`config.mk`:
```
export PLATFORM = sky130hd
export DESIGN_NAME = sram_port_arbiter
export DESIGN_NICKNAME = d
export VERILOG_FILES = /design/src/rtl/sram_port_arbiter.sv
export SDC_FILE = /design/constraint.sdc
export NUM_CORES = 1
export LEC_CHECK = 0
export ABC_AREA = 0
export ABC_CLOCK_PERIOD_IN_PS = 2700
export BUFFER_PORTS_ARGS = -buffer_cell sky130_fd_sc_hd__buf_4
export CAP_MARGIN = 25
export CORE_AREA = 2 2 109 111
export CTS_CLUSTER_DIAMETER = 80
export CTS_CLUSTER_SIZE = 30
export DETAILED_ROUTE_END_ITERATION = 10
export DIE_AREA = 0 0 111 113
export GPL_TIMING_DRIVEN = 0
export HOLD_SLACK_MARGIN = 0.1
export PLACE_DENSITY_LB_ADDON = 0.3
export SYNTH_ARGS = -nofsm -noshare
export SYNTH_HDL_FRONTEND = slang
export SYNTH_SLANG_ARGS = --single-unit
```
`constraint.sdc`:
```
create_clock -name clk -period 2.7 [get_ports clk]
set_input_delay 0.54 -clock clk [delete_from_list [all_inputs] [get_ports clk]]
set_output_delay 0.54 -clock clk [all_outputs]
set_load 0.1 [all_outputs]
```
`src/rtl/sram_port_arbiter.sv`:
```
// Shares one SRAM-like memory port between the fetch and load/store requesters,
// routing in-order responses back by owner id. Define ARB_ROUND_ROBIN_EN for alternating grant on contention.
module sram_port_arbiter #(
  parameter int OUTSTANDING = 4,
  parameter int CNT_W       = 3
) (
  input  logic        clk,
  input  logic        reset,
  input  logic        inst_req,
  input  logic [31:0] inst_addr,
  output logic        inst_addr_ok,
  output logic        inst_data_ok,
  output logic [31:0] inst_rdata,
  input  logic        data_req,
  input  logic        data_wr,
  input  logic [1:0]  data_size,
  input  logic [3:0]  data_wstrb,
  input  logic [31:0] data_addr,
  input  logic [31:0] data_wdata,
  output logic        data_addr_ok,
  output logic        data_data_ok,
  output logic [31:0] data_rdata,
  output logic        mem_req,
  output logic        mem_wr,
  output logic [1:0]  mem_size,
  output logic [3:0]  mem_wstrb,
  output logic [31:0] mem_addr,
  output logic [31:0] mem_wdata,
  input  logic        mem_addr_ok,
  input  logic        mem_data_ok,
  input  logic [31:0] mem_rdata,
  output logic        arb_err
);

  localparam int               PTR_W    = CNT_W - 1;
  localparam logic             OWN_INST = 1'b0;
  localparam logic             OWN_DATA = 1'b1;
  localparam logic [PTR_W-1:0] PTR_ONE  = PTR_W'(1'b1);
  localparam logic [CNT_W-1:0] CNT_ONE  = CNT_W'(1'b1);
  localparam logic [CNT_W-1:0] CNT_FULL = CNT_W'(OUTSTANDING);

  logic                   lock_valid_r;
  logic                   lock_owner_r;
  logic [OUTSTANDING-1:0] owner_fifo_r;
  logic [PTR_W-1:0]       head_r;
  logic [PTR_W-1:0]       tail_r;
  logic [CNT_W-1:0]       count_r;
  logic                   arb_err_r;

  logic full_s;
  logic empty_s;
  logic grant_s;
  logic contend_pick_s;
  logic mem_req_s;
  logic accept_s;
  logic pop_s;
  logic head_owner_s;

`ifdef ARB_ROUND_ROBIN_EN
  logic last_winner_r;

  // On contention, favour whoever did not win the latest acceptance
  always_comb begin
    contend_pick_s = ~last_winner_r;
  end

  // Remember the most recent acceptance winner
  always_ff @(posedge clk) begin
    if (reset) begin
      last_winner_r <= OWN_INST;
    end else if (accept_s) begin
      last_winner_r <= grant_s;
    end else begin
      last_winner_r <= last_winner_r;
    end
  end
`else
  // Fixed priority: load/store beats fetch on contention
  always_comb begin
    contend_pick_s = OWN_DATA;
  end
`endif

  // Grant selection, occupancy flags and handshake strobes
  always_comb begin
    full_s  = (count_r == CNT_FULL);
    empty_s = (count_r == {CNT_W{1'b0}});
    grant_s = OWN_INST;
    if (lock_valid_r) begin
      grant_s = lock_owner_r;
    end else if (inst_req && data_req) begin
      grant_s = contend_pick_s;
    end else if (data_req) begin
      grant_s = OWN_DATA;
    end else begin
      grant_s = OWN_INST;
    end
    mem_req_s    = (lock_valid_r | inst_req | data_req) & ~full_s;
    accept_s     = mem_req_s & mem_addr_ok;
    pop_s        = mem_data_ok & ~empty_s;
    head_owner_s = owner_fifo_r[head_r];
  end

  // Memory-side request mux; payload is zero whenever no request is presented
  always_comb begin
    mem_wr    = 1'b0;
    mem_size  = 2'd0;
    mem_wstrb = 4'd0;
    mem_addr  = 32'd0;
    mem_wdata = 32'd0;
    if (mem_req_s) begin
      if (grant_s == OWN_DATA) begin
        mem_wr    = data_wr;
        mem_size  = data_size;
        mem_wstrb = data_wstrb;
        mem_addr  = data_addr;
        mem_wdata = data_wdata;
      end else begin
        mem_size  = 2'd2;
        mem_addr  = inst_addr;
      end
    end else begin
      mem_wr    = 1'b0;
    end
  end

  assign mem_req      = mem_req_s;
  assign inst_addr_ok = accept_s & (grant_s == OWN_INST);
  assign data_addr_ok = accept_s & (grant_s == OWN_DATA);
  assign inst_data_ok = pop_s & (head_owner_s == OWN_INST);
  assign data_data_ok = pop_s & (head_owner_s == OWN_DATA);
  assign inst_rdata   = mem_rdata;
  assign data_rdata   = mem_rdata;
  assign arb_err      = arb_err_r;

  // Lock, owner FIFO, occupancy count and sticky error
  always_ff @(posedge clk) begin
    if (reset) begin
      lock_valid_r <= 1'b0;
      lock_owner_r <= OWN_INST;
      owner_fifo_r <= {OUTSTANDING{1'b0}};
      head_r       <= {PTR_W{1'b0}};
      tail_r       <= {PTR_W{1'b0}};
      count_r      <= {CNT_W{1'b0}};
      arb_err_r    <= 1'b0;
    end else begin
      // Hold the grant until the memory takes it so mem_* stays stable
      if (mem_req_s && !mem_addr_ok) begin
        lock_valid_r <= 1'b1;
        lock_owner_r <= grant_s;
      end else if (accept_s) begin
        lock_valid_r <= 1'b0;
      end else begin
        lock_valid_r <= lock_valid_r;
      end
      if (accept_s) begin
        owner_fifo_r[tail_r] <= grant_s;
        tail_r               <= tail_r + PTR_ONE;
      end else begin
        tail_r <= tail_r;
      end
      if (pop_s) begin
        head_r <= head_r + PTR_ONE;
      end else begin
        head_r <= head_r;
      end
      case ({accept_s, pop_s})
        2'b10:   count_r <= count_r + CNT_ONE;
        2'b01:   count_r <= count_r - CNT_ONE;
        default: count_r <= count_r;
      endcase
      if (mem_data_ok && empty_s) begin
        arb_err_r <= 1'b1;
      end else begin
        arb_err_r <= arb_err_r;
      end
    end
  end

endmodule

```
Yosys cells after proc, flatten, opt, wreduce, memory -nomap -nowiden
Cells that the tools add are included.

Latch bits: 0. Bits of input ports: 141. Word-level logic and storage cells: 59. Register bits after elaboration: 14. ROM bits: 0. Output and inout port bits: 141. RAM bits: 0. Memories: 0.

Eq/ne operators: 3. Multiplexer cells: 21. $mul: 0. Add/sub/neg operators: 4. Shifts and indexed selects: 0. Divide/modulo/power cells: 0. Reduce and logical (&&, ||, !) cells: 8. Magnitude comparators: 3. Bitwise operators: 13.

Operator list (count): $mux W32 (4); $mux W1 (9); $mux W4 (2); $and A1 B1 Y1 (7); $lt A2 B3 Y1 const B (2); $pmux W3 S2 (1); $add A2 B1 Y2 const B (2); $bwmux W4 (1); $logic_and A1 B1 Y1 (4); $mux W2 (2); $not A1 Y1 (4); $reduce_bool A2 Y1 (2); $add A3 B1 Y3 const B (1); $eq A3 B3 Y1 const B (1); $logic_not A3 Y1 (1); $sub A3 B1 Y3 const B (1); $bmux W1 S2 (1); $demux W1 S2 (1); $eq A2 B1 Y1 const B (1); $eq A2 B2 Y1 const B (1); $ge A2 B1 Y1 const B (1); $or A1 B1 Y1 (2); $logic_not A1 Y1 (1).

Depth between registers and ports, before layout
Gate-level depths: netlist of run 1.

Depth after elaboration: 6. Mapped depth: 10. Depth with buffers taken out: 9.

Worst setup path after synthesis of run 1
Ideal clock, no wire load.

Path type: input -> output. Start point: in mem_addr_ok. End point: out data_addr_ok. Required time: 2160 ps. Stages on the path: 3. Arrival: 2981 ps. Path slack: -821 ps. Path buffers: 1. Cell sequence: clkbuf_1 -> inv_1 -> nor3_1.

Longest elaborated chain between the ends: 2.

RTL lines: from (decl) (line 29) `input logic mem_addr_ok,`; $and A1 B1 Y1 (line 99) `accept_s = mem_req_s & mem_addr_ok;`; $and A1 B1 Y1 (line 129) `assign data_addr_ok = accept_s & (grant_s == OWN_DATA);`; to (decl) (line 20) `output logic data_addr_ok,`.

Every way passes these cells.

Worst setup path in the final report of run 1
Start point: in mem_addr_ok. End point: out inst_addr_ok.

Longest elaborated chain between the ends: 2.

RTL lines: $and A1 B1 Y1 (line 99); $and A1 B1 Y1 (line 128) `assign inst_addr_ok = accept_s & (grant_s == OWN_INST);`; to (decl) (line 11) `output logic inst_addr_ok,`.

Every way passes these cells.

==> flow_summary.rst, run 1 <==
.. list-table::
   :header-rows: 1

   * - Metric
     - Value
   * - Status
     - finished, final reports clean
   * - Most prevalent standard cell on the critical path
     - sky130_fd_sc_hd__inv_1
   * - Hold Path Origin
     - arb_err$_SDFFE_PP0P_
   * - Area fraction in compound gates after synthesis
     - 0.1503
   * - Final Hold Viols
     - 0
   * - Worst min-delay path class
     - reg2reg
   * - Most frequently used flop master after synthesis
     - sky130_fd_sc_hd__dfxtp_1
   * - Fillers
     - 1192
   * - Reg-to-reg startpoint
     - count_r[2]$_SDFFE_PP0P_
   * - DP Wirelength
     - 7868 um
   * - Crit path arrival time
     - 2020 ps
   * - Pleak
     - 2.241 nW
   * - Number of synthesized register bits
     - 14
   * - Number of nets with antenna violations after detailed routing
     - 0
   * - Root Buffer Master
     - sky130_fd_sc_hd__clkbuf_16
   * - Maximum clock insertion buffer count
     - 2
   * - Per-cell via count in the routed design
     - 3.965
   * - H-Tree Depth
     - 1
   * - Share of cell area taken by muxes after synthesis
     - 0.02174
   * - Synth Area in XOR/XNOR
     - 0.01739
   * - Timing startpoint of the critical path
     - mem_addr_ok
   * - Required time worst endpoint
     - 2160 ps
   * - Post-synth net total
     - 446
   * - Fraction of final layout cells sized beyond drive strength 1
     - 0.6788
   * - Shortest clock period the worst path allows after layout
     - 2556 ps
   * - Pin count of the biggest net entering global routing
     - 11
   * - Arithmetic-cell share of the synthesized area counting full adders, half adders and majority gates
     - 0.04099
   * - Max-cap violations
     - 0
   * - RSZ-0062 raised after global routing
     - false
   * - Combinational family with the most area after synthesis
     - simple AND/OR/NAND/NOR gates
   * - Initial Util
     - 0.1787
   * - FFs w/ async S/R, synth
     - 0
   * - Initial antenna violation count
     - 0
   * - Endpoint kind of the worst setup timing path
     - primary output
   * - Final setup violation count
     - 0
   * - Count of buffer and inverter cells on the critical path
     - 4
   * - Library cell with the largest summed area after synthesis
     - sky130_fd_sc_hd__buf_4
   * - Highest ir drop seen on vdd
     - 0.0006024 V
   * - Global-route wire length before repair
     - 13660 um
   * - Drt wl/cell
     - 13.18 um
   * - Sum Neg Setup Slack
     - 0 ps
   * - Final-report max-slew violation count
     - 0
   * - DRC violation count after routing
     - 0
   * - CP max stage delay
     - 370 ps
   * - Placeable core area
     - 11270 sq um
   * - Count of nets after finishing
     - 699
   * - Fraction of the cycle the final worst path needs
     - 0.9467
   * - Final worst clock skew
     - 4.408 ps
   * - Clock sinks
     - 14
   * - Number of post-CTS setup repair buffers
     - 0
   * - GR Util All Layers
     - 0.1309
   * - Detailed-route via count
     - 2752
   * - # port buffers
     - 248
   * - DIE AREA
     - 12540 sq um
   * - Cts bufs inserted
     - 3
   * - Clock input transition at the sequential cells of the worst setup and hold paths
     - 50 ps
   * - Post-synthesis area per instance
     - 6.737 sq um
   * - Pin slew with the least headroom to its limit
     - 542.0 ps
   * - Via count of the first global-routing pass
     - 2587
   * - CP startpoint kind
     - primary input
   * - Crit Path Max Fanout
     - 8
   * - Overall overflow remaining after global route
     - 0
   * - P per Cell Area
     - 908.9 nW/um^2
   * - Fraction of synthesized cell area taken by the top area cell type
     - 0.2571
   * - Overall die width
     - 111 um
   * - Headroom to the max-slew limit
     - 0.6356
   * - Register area share after synthesis
     - 0.1391
   * - Final hold slack
     - 469.2 ps
   * - Clock tree from TritonCTS
     - yes
   * - EDFF count, synth
     - 0
   * - Layout area overhead
     - 112.2%
   * - Cell at the slowest stage of the critical path
     - sky130_fd_sc_hd__nor3_2
   * - Sum of routed wire length over all layers
     - 9150 um
   * - Setup Crit Path Kind
     - in2out
   * - Post-Synthesis Cell Area
     - 2014 sq um
   * - Number of iterations in the first detailed-routing pass
     - 4
   * - Number of warnings reported in the yosys synthesis log
     - 0
   * - Fmax
     - 391.2 MHz
   * - Num rows
     - 39
   * - Die extent in y
     - 113 um
   * - CP cell instances
     - clkbuf_1 -> inv_1 -> nor3_2 -> inv_1 -> nor2_2 -> buf_4
   * - Final Wtd Congestion
     - 0.7829
   * - DRC violation total after the first TritonRoute iteration
     - 173
   * - Simple-gate area share of the yosys netlist
     - 0.3205
   * - Family with the most delay on the worst path
     - buffers and inverters
   * - Worst-skew pair later-pin latency
     - 250 ps
   * - Main area contributors after synthesis
     - sky130_fd_sc_hd__buf_4, sky130_fd_sc_hd__dfxtp_1, sky130_fd_sc_hd__nand2_1, sky130_fd_sc_hd__and2_1, sky130_fd_sc_hd__a21oi_1
   * - Number of antenna cells inserted
     - 0
   * - Cells after synthesis
     - 299
   * - Number of distinct library cell variants in the gate-level netlist after synthesis
     - 33
   * - Number of ports placed on the die boundary
     - 282
==> registers in the layout (all words and copies together) (netlist names) <==
name          cells
tail_r            2
arb_err           1
owner_fifo_r      4
head_r            2
count_r           3
lock_owner_r      1
lock_valid_r      1
==> kinds of logic (layout without fill, tap and decap cells) <==
kind of cell / after synthesis / in the layout
multiplexers: 3 / 3
XOR/XNOR: 4 / 4
AND/OR/NAND/NOR: 129 / 129
adder cells (fa/ha/maj): 6 / 6
flip-flops: 14 / 14
buffers and inverters: 91 / 343
AO/OA/AOI/OAI: 52 / 52
==> per-stage QoR <==
step	instance area, sq um	worst slack (ps)	power [mW]	cells	util
2_1_floorplan	2145	23.41	2.912	299	-
3_3_place_gp	4185	127.8	3.565	690	0.3713
3_5_place_dp	4185	4.383	3.585	690	0.3713
4_1_cts	4274	129.6	3.905	694	0.3792
5_1_grt	4275	0.3590	4.029	694	0.3793
6_report	4275	143.8	3.886	694	0.3793
==> path summary, 6_finish.rpt <==
path / to / slack (ps) / cells past startpoint
min reg2reg: arb_err$_SDFFE_PP0P_ / 470 / 2
max reg2reg: count_r[2]$_SDFFE_PP0P_ / 270 / 9
max: inst_addr_ok / 140 / 6
min: arb_err$_SDFFE_PP0P_ / 470 / 2
==> cell usage after synthesis (all sizes together) (2+ instances only) <==
| cell type | instances |
|---|---|
| and2 | 38 |
| nor3 | 6 |
| or3 | 2 |
| buf | 78 |
| nor2 | 10 |
| a21oi | 38 |
| clkbuf | 4 |
| nand4 | 2 |
| a41oi | 4 |
| dfxtp | 14 |
| a311oi | 4 |
| o31ai | 3 |
| xor2 | 4 |
| inv | 9 |
| ha | 5 |
| nand2 | 66 |
==> worst register-to-register path: stages, from the launching register on <==
cell and delay (ps):
sky130_fd_sc_hd__dfxtp_1 430, sky130_fd_sc_hd__nor3b_4 360, sky130_fd_sc_hd__nor3_2 130, sky130_fd_sc_hd__inv_1 160
sky130_fd_sc_hd__ha_1 210, sky130_fd_sc_hd__inv_1 70, sky130_fd_sc_hd__fa_1 370, sky130_fd_sc_hd__xor2_1 160
sky130_fd_sc_hd__or3_1 310, sky130_fd_sc_hd__a21oi_1 140
==> cells in the final DEF, fill, tap and decap left out, types with 2 or more instances in the layout <==
cell and count:
sky130_fd_sc_hd__a21oi_1 6, sky130_fd_sc_hd__a21oi_2 32, sky130_fd_sc_hd__a311oi_1 4, sky130_fd_sc_hd__a41oi_1 4, sky130_fd_sc_hd__and2_1 38, sky130_fd_sc_hd__buf_2 7, sky130_fd_sc_hd__buf_4 317, sky130_fd_sc_hd__buf_6 2
sky130_fd_sc_hd__clkbuf_1 3, sky130_fd_sc_hd__clkbuf_16 3, sky130_fd_sc_hd__dfxtp_1 14, sky130_fd_sc_hd__ha_1 5, sky130_fd_sc_hd__inv_1 8, sky130_fd_sc_hd__nand2_1 65, sky130_fd_sc_hd__nand4_1 2, sky130_fd_sc_hd__nor2_1 8
sky130_fd_sc_hd__nor2_2 2, sky130_fd_sc_hd__nor3_1 2, sky130_fd_sc_hd__nor3_2 4, sky130_fd_sc_hd__o31ai_1 3, sky130_fd_sc_hd__or3_1 2, sky130_fd_sc_hd__xor2_1 4
==> routing by layer <==
| layer | vias to the layer above | GRT usage | wire length (um) |
|---|---|---|---|
| li1 | 1411 | - | - |
| met1 | 1213 | 0.1663 | 3668 |
| met2 | 120 | 0.2331 | 4785 |
| met3 | 8 | 0.02999 | 614 |
| met4 | 0 | 0.01667 | 80 |
| met5 | - | 0 | 0 |
==> repair_timing <==
action	CTS	global route
gates resized for setup	0	2
endpoints found under the setup margin	0	4
hold endpoints to repair	0	0
hold buffers	0	0
==> final cells by class <==
class | instances | area [sq um] | area share
Sequential cell | 14 | 280.3 | 0.06555
Timing Repair Buffer | 248 | 1862 | 0.4355
Buffer | 82 | 591.8 | 0.1384
Multi-Input combinational cell | 194 | 1240 | 0.2900
Tap cell | 143 | 178.9 | 0.04185
Inverter | 9 | 33.78 | 0.007902
Clock buffer | 4 | 88.84 | 0.02078
==> power breakdown <==
| part | switching [mW] | total (mW) | internal, mW |
|---|---|---|---|
| clock network | 0.0885 | 0.313 | 0.225 |
| registers | 0.0651 | 0.320 | 0.255 |
| logic | 2.49 | 3.25 | 0.760 |
| total | 2.65 | 3.89 | 1.24 |
(Power assumes the default switching activity.)
==> run 2: changes to the inputs <==
- PLACE_DENSITY_LB_ADDON: 0.3 -> unset
==> run 2 against run 1 <==
Effect of this change: clock power fell by 11%; global-route usage decreased by 0.18 points; count of clock-buffer cells in the layout shrank 1; non-clock buffer count is the same; sequential power about the same; die area did not move; register-to-register slack improved by 40 ps; via count up 2.1%; worst hold slack improved by 27 ps; largest cell class unchanged.
==> flow_summary.rst, run 2 (same netlist as run 1, synthesis figures left out) <==
.. list-table::
   :header-rows: 1

   * - Metric
     - Value
   * - Sum of routed wire length over all layers
     - 9101 um (was 9150 um)
   * - Reg-to-reg startpoint
     - count_r[2]$_SDFFE_PP0P_ (unchanged)
   * - Pin count of the biggest net entering global routing
     - 11 (unchanged)
   * - DRC violation total after the first TritonRoute iteration
     - 78 (was 173)
   * - Max-cap violations
     - 0 (unchanged)
   * - Detailed-route via count
     - 2810 (was 2752)
   * - Pin slew with the least headroom to its limit
     - 522.4 ps (was 542.0 ps)
   * - Reg2reg path depth
     - 9 (unchanged)
   * - GR Util All Layers
     - 0.1291 (was 0.1309)
   * - CP startpoint kind
     - register (was primary input)
   * - Initial antenna violation count
     - 0 (unchanged)
   * - DRC violation count after routing
     - 0 (unchanged)
   * - Highest ir drop seen on vdd
     - 0.0005039 V (was 0.0006024 V)
   * - P per Cell Area
     - 904.0 nW/um^2 (was 908.9 nW/um^2)
   * - Number of iterations in the first detailed-routing pass
     - 4 (unchanged)
   * - Critical path destination
     - mem_addr[6] (was inst_addr_ok)
   * - Per-cell via count in the routed design
     - 4.055 (was 3.965)
   * - Number of post-CTS setup repair buffers
     - 0 (unchanged)
   * - H-Tree Depth
     - 1 (unchanged)
   * - Number of cells upsized or downsized after cts
     - 0 (unchanged)
   * - Layout area overhead
     - 111.6% (was 112.2%)
   * - Final hold slack
     - 496.1 ps (was 469.2 ps)
   * - Overall overflow remaining after global route
     - 0 (unchanged)
   * - Worst R2R Setup Slack
     - 310 ps (was 270 ps)
   * - Global-route wire length before repair
     - 13610 um (was 13660 um)
   * - Maximum clock insertion buffer count
     - 2 (unchanged)
   * - Final setup violation count
     - 0 (unchanged)
   * - Post-route cell area
     - 4262 sq um (was 4275 sq um)
   * - # port buffers
     - 248 (unchanged)
   * - Fraction of final layout cells sized beyond drive strength 1
     - 0.6782 (was 0.6788)
   * - Sum Neg Setup Slack
     - 0 ps (unchanged)
   * - Number of nets with antenna violations after detailed routing
     - 0 (unchanged)
   * - Number of ports placed on the die boundary
     - 282 (unchanged)
   * - Part of the power in the clock network
     - 0.072 (was 0.081)
   * - Clock tree from TritonCTS
     - yes (unchanged)
   * - Pleak
     - 2.234 nW (was 2.241 nW)
   * - Overall die width
     - 111 um (unchanged)
   * - Worst-skew pair later-pin latency
     - 240 ps (was 250 ps)
   * - Initial Util
     - 0.1787 (unchanged)
   * - Cts bufs inserted
     - 3 (unchanged)
   * - Net switching power figure
     - 2.643 mW (was 2.646 mW)
   * - Drt wl/cell
     - 13.13 um (was 13.18 um)
   * - Top flop regs
     - owner_fifo_r (4), count_r (3) (unchanged)
   * - Shortest clock period the worst path allows after layout
     - 2567 ps (was 2556 ps)
   * - Number of antenna cells inserted
     - 0 (unchanged)
   * - Part of the total power dissipated in sequential elements
     - 0.084 (was 0.082)
   * - Final-report max-slew violation count
     - 0 (unchanged)
   * - Clock input transition at the sequential cells of the worst setup and hold paths
     - 50 ps (about the same)
   * - Timing startpoint of the critical path
     - lock_valid_r$_SDFFE_PP0P_ (was mem_addr_ok)
   * - Count of nets after finishing
     - 699 (unchanged)
   * - Endpoint kind of the worst setup timing path
     - primary output (unchanged)
   * - Hold Buf Count CTS
     - 0 (unchanged)
   * - Non-Filler Instances
     - 693 (was 694)
   * - Root Buffer Master
     - sky130_fd_sc_hd__clkbuf_16 (unchanged)
   * - Final worst clock skew
     - 3.584 ps (was 4.408 ps)
   * - Placeable core area
     - 11270 sq um (unchanged)
   * - Worst min-delay path class
     - reg2reg (unchanged)
   * - Number of flip-flops under the largest register name
     - 4 (unchanged)
   * - RSZ-0062 raised after global routing
     - false (unchanged)
   * - Switching share of power
     - 0.6862 (was 0.6809)
   * - Crit Path Max Fanout
     - 10 (was 8)
   * - DP Wirelength
     - 7920 um (was 7868 um)
   * - Setup Crit Path Kind
     - reg2out (was in2out)
   * - Crit path arrival time
     - 2030 ps (was 2020 ps)
   * - Required time worst endpoint
     - 2160 ps (about the same)
   * - Status
     - finished, final reports clean (unchanged)
   * - DIE AREA
     - 12540 sq um (unchanged)
   * - Final Hold Viols
     - 0 (unchanged)
   * - Via count of the first global-routing pass
     - 2697 (was 2587)
   * - Largest reg by FF count
     - owner_fifo_r (unchanged)
   * - Worst flop-to-flop path endpoint
     - count_r[2]$_SDFFE_PP0P_ (unchanged)
   * - Final Wtd Congestion
     - 0.8353 (was 0.7829)
   * - Most common library cell in the layout ignoring fill and taps
     - sky130_fd_sc_hd__buf_4 (unchanged)
   * - Cell count after placement
     - 690 (unchanged)
   * - Internal Power
     - 1.209 mW (was 1.240 mW)
   * - Instance area after placement
     - 4185 sq um (unchanged)
   * - Headroom to the max-slew limit
     - 0.6487 (was 0.6356)
   * - Die extent in y
     - 113 um (unchanged)
   * - Clock sinks
     - 14 (unchanged)
   * - Share of total power in combinational logic
     - 0.844 (was 0.837)
   * - Fraction of the cycle the final worst path needs
     - 0.9506 (was 0.9467)
   * - Fmax
     - 389.6 MHz (was 391.2 MHz)
   * - Most used cells in the layout excluding fill and tap cells
     - sky130_fd_sc_hd__buf_4, sky130_fd_sc_hd__nand2_1, sky130_fd_sc_hd__and2_1, sky130_fd_sc_hd__a21oi_2, sky130_fd_sc_hd__dfxtp_1 (unchanged)
   * - Num rows
     - 39 (unchanged)
## run 2: changes by cell type in the layout (fill, tap and decap cells not counted), sizes merged
| cell | delta |
|---|---|
| clkbuf | -1 |
## run 2: final cells by class
type	count	area [sq um]
Fill cell	1181	7010
Clock buffer	3	75.07
Multi-Input combinational cell	194	1240
Buffer	82	591.8
Tap cell	143	178.9
Inverter	9	33.78
Timing Repair Buffer	248	1862
Sequential cell	14	280.3
## run 2: critical path, stage by stage (launching register included)
cell	delay, ps
sky130_fd_sc_hd__dfxtp_1	420
sky130_fd_sc_hd__mux2i_1	320
sky130_fd_sc_hd__buf_2	280
sky130_fd_sc_hd__buf_4	200
sky130_fd_sc_hd__nand2_1	70
sky130_fd_sc_hd__a21oi_2	150
sky130_fd_sc_hd__buf_4	310
## run 2: stage by stage
step           worst slack [ps]  utilization  power [mW]
6_report                  133.3       0.3781       3.852
5_1_grt                   16.61       0.3781       4.001
3_5_place_dp              101.1       0.3713       3.585
2_1_floorplan             23.41            -       2.912
4_1_cts                   72.86       0.3780       3.870
3_3_place_gp              115.5       0.3713       3.566
## run 2: worst min path at each step
| stage | end | depth (start not counted) | slack (ps) | startpoint |
|---|---|---|---|---|
| final | arb_err$_SDFFE_PP0P_ | 2 | 500 | arb_err$_SDFFE_PP0P_ |
| after global routing | owner_fifo_r[2]$_SDFFE_PP0P_ | 2 | 520 | reset |
| after CTS | arb_err$_SDFFE_PP0P_ | 2 | 490 | arb_err$_SDFFE_PP0P_ |
| after detailed placement | arb_err$_SDFFE_PP0P_ | 2 | 470 | arb_err$_SDFFE_PP0P_ |
| after global placement | arb_err$_SDFFE_PP0P_ | 2 | 460 | arb_err$_SDFFE_PP0P_ |
| after floorplan | tail_r[0]$_SDFFE_PP0P_ | 2 | 480 | tail_r[0]$_SDFFE_PP0P_ |
## run 2: layer usage
metal  up-vias  share of wire  global-route usage
li1       1410              -                   -
met1      1268           0.39              0.1562
met2       122           0.53              0.2434
met3        10          0.069             0.02196
met4         0          0.011             0.02083
met5         -              0                   0
## run 2: power groups by stage
stage / registers [mW] / logic (mW) / clock network (mW)
floorplan: 0.343 / 2.57 / 0
global placement: 0.320 / 3.25 / 0
detailed placement: 0.325 / 3.26 / 0
CTS: 0.322 / 3.27 / 0.281
global route: 0.332 / 3.38 / 0.289
finish: 0.322 / 3.25 / 0.278
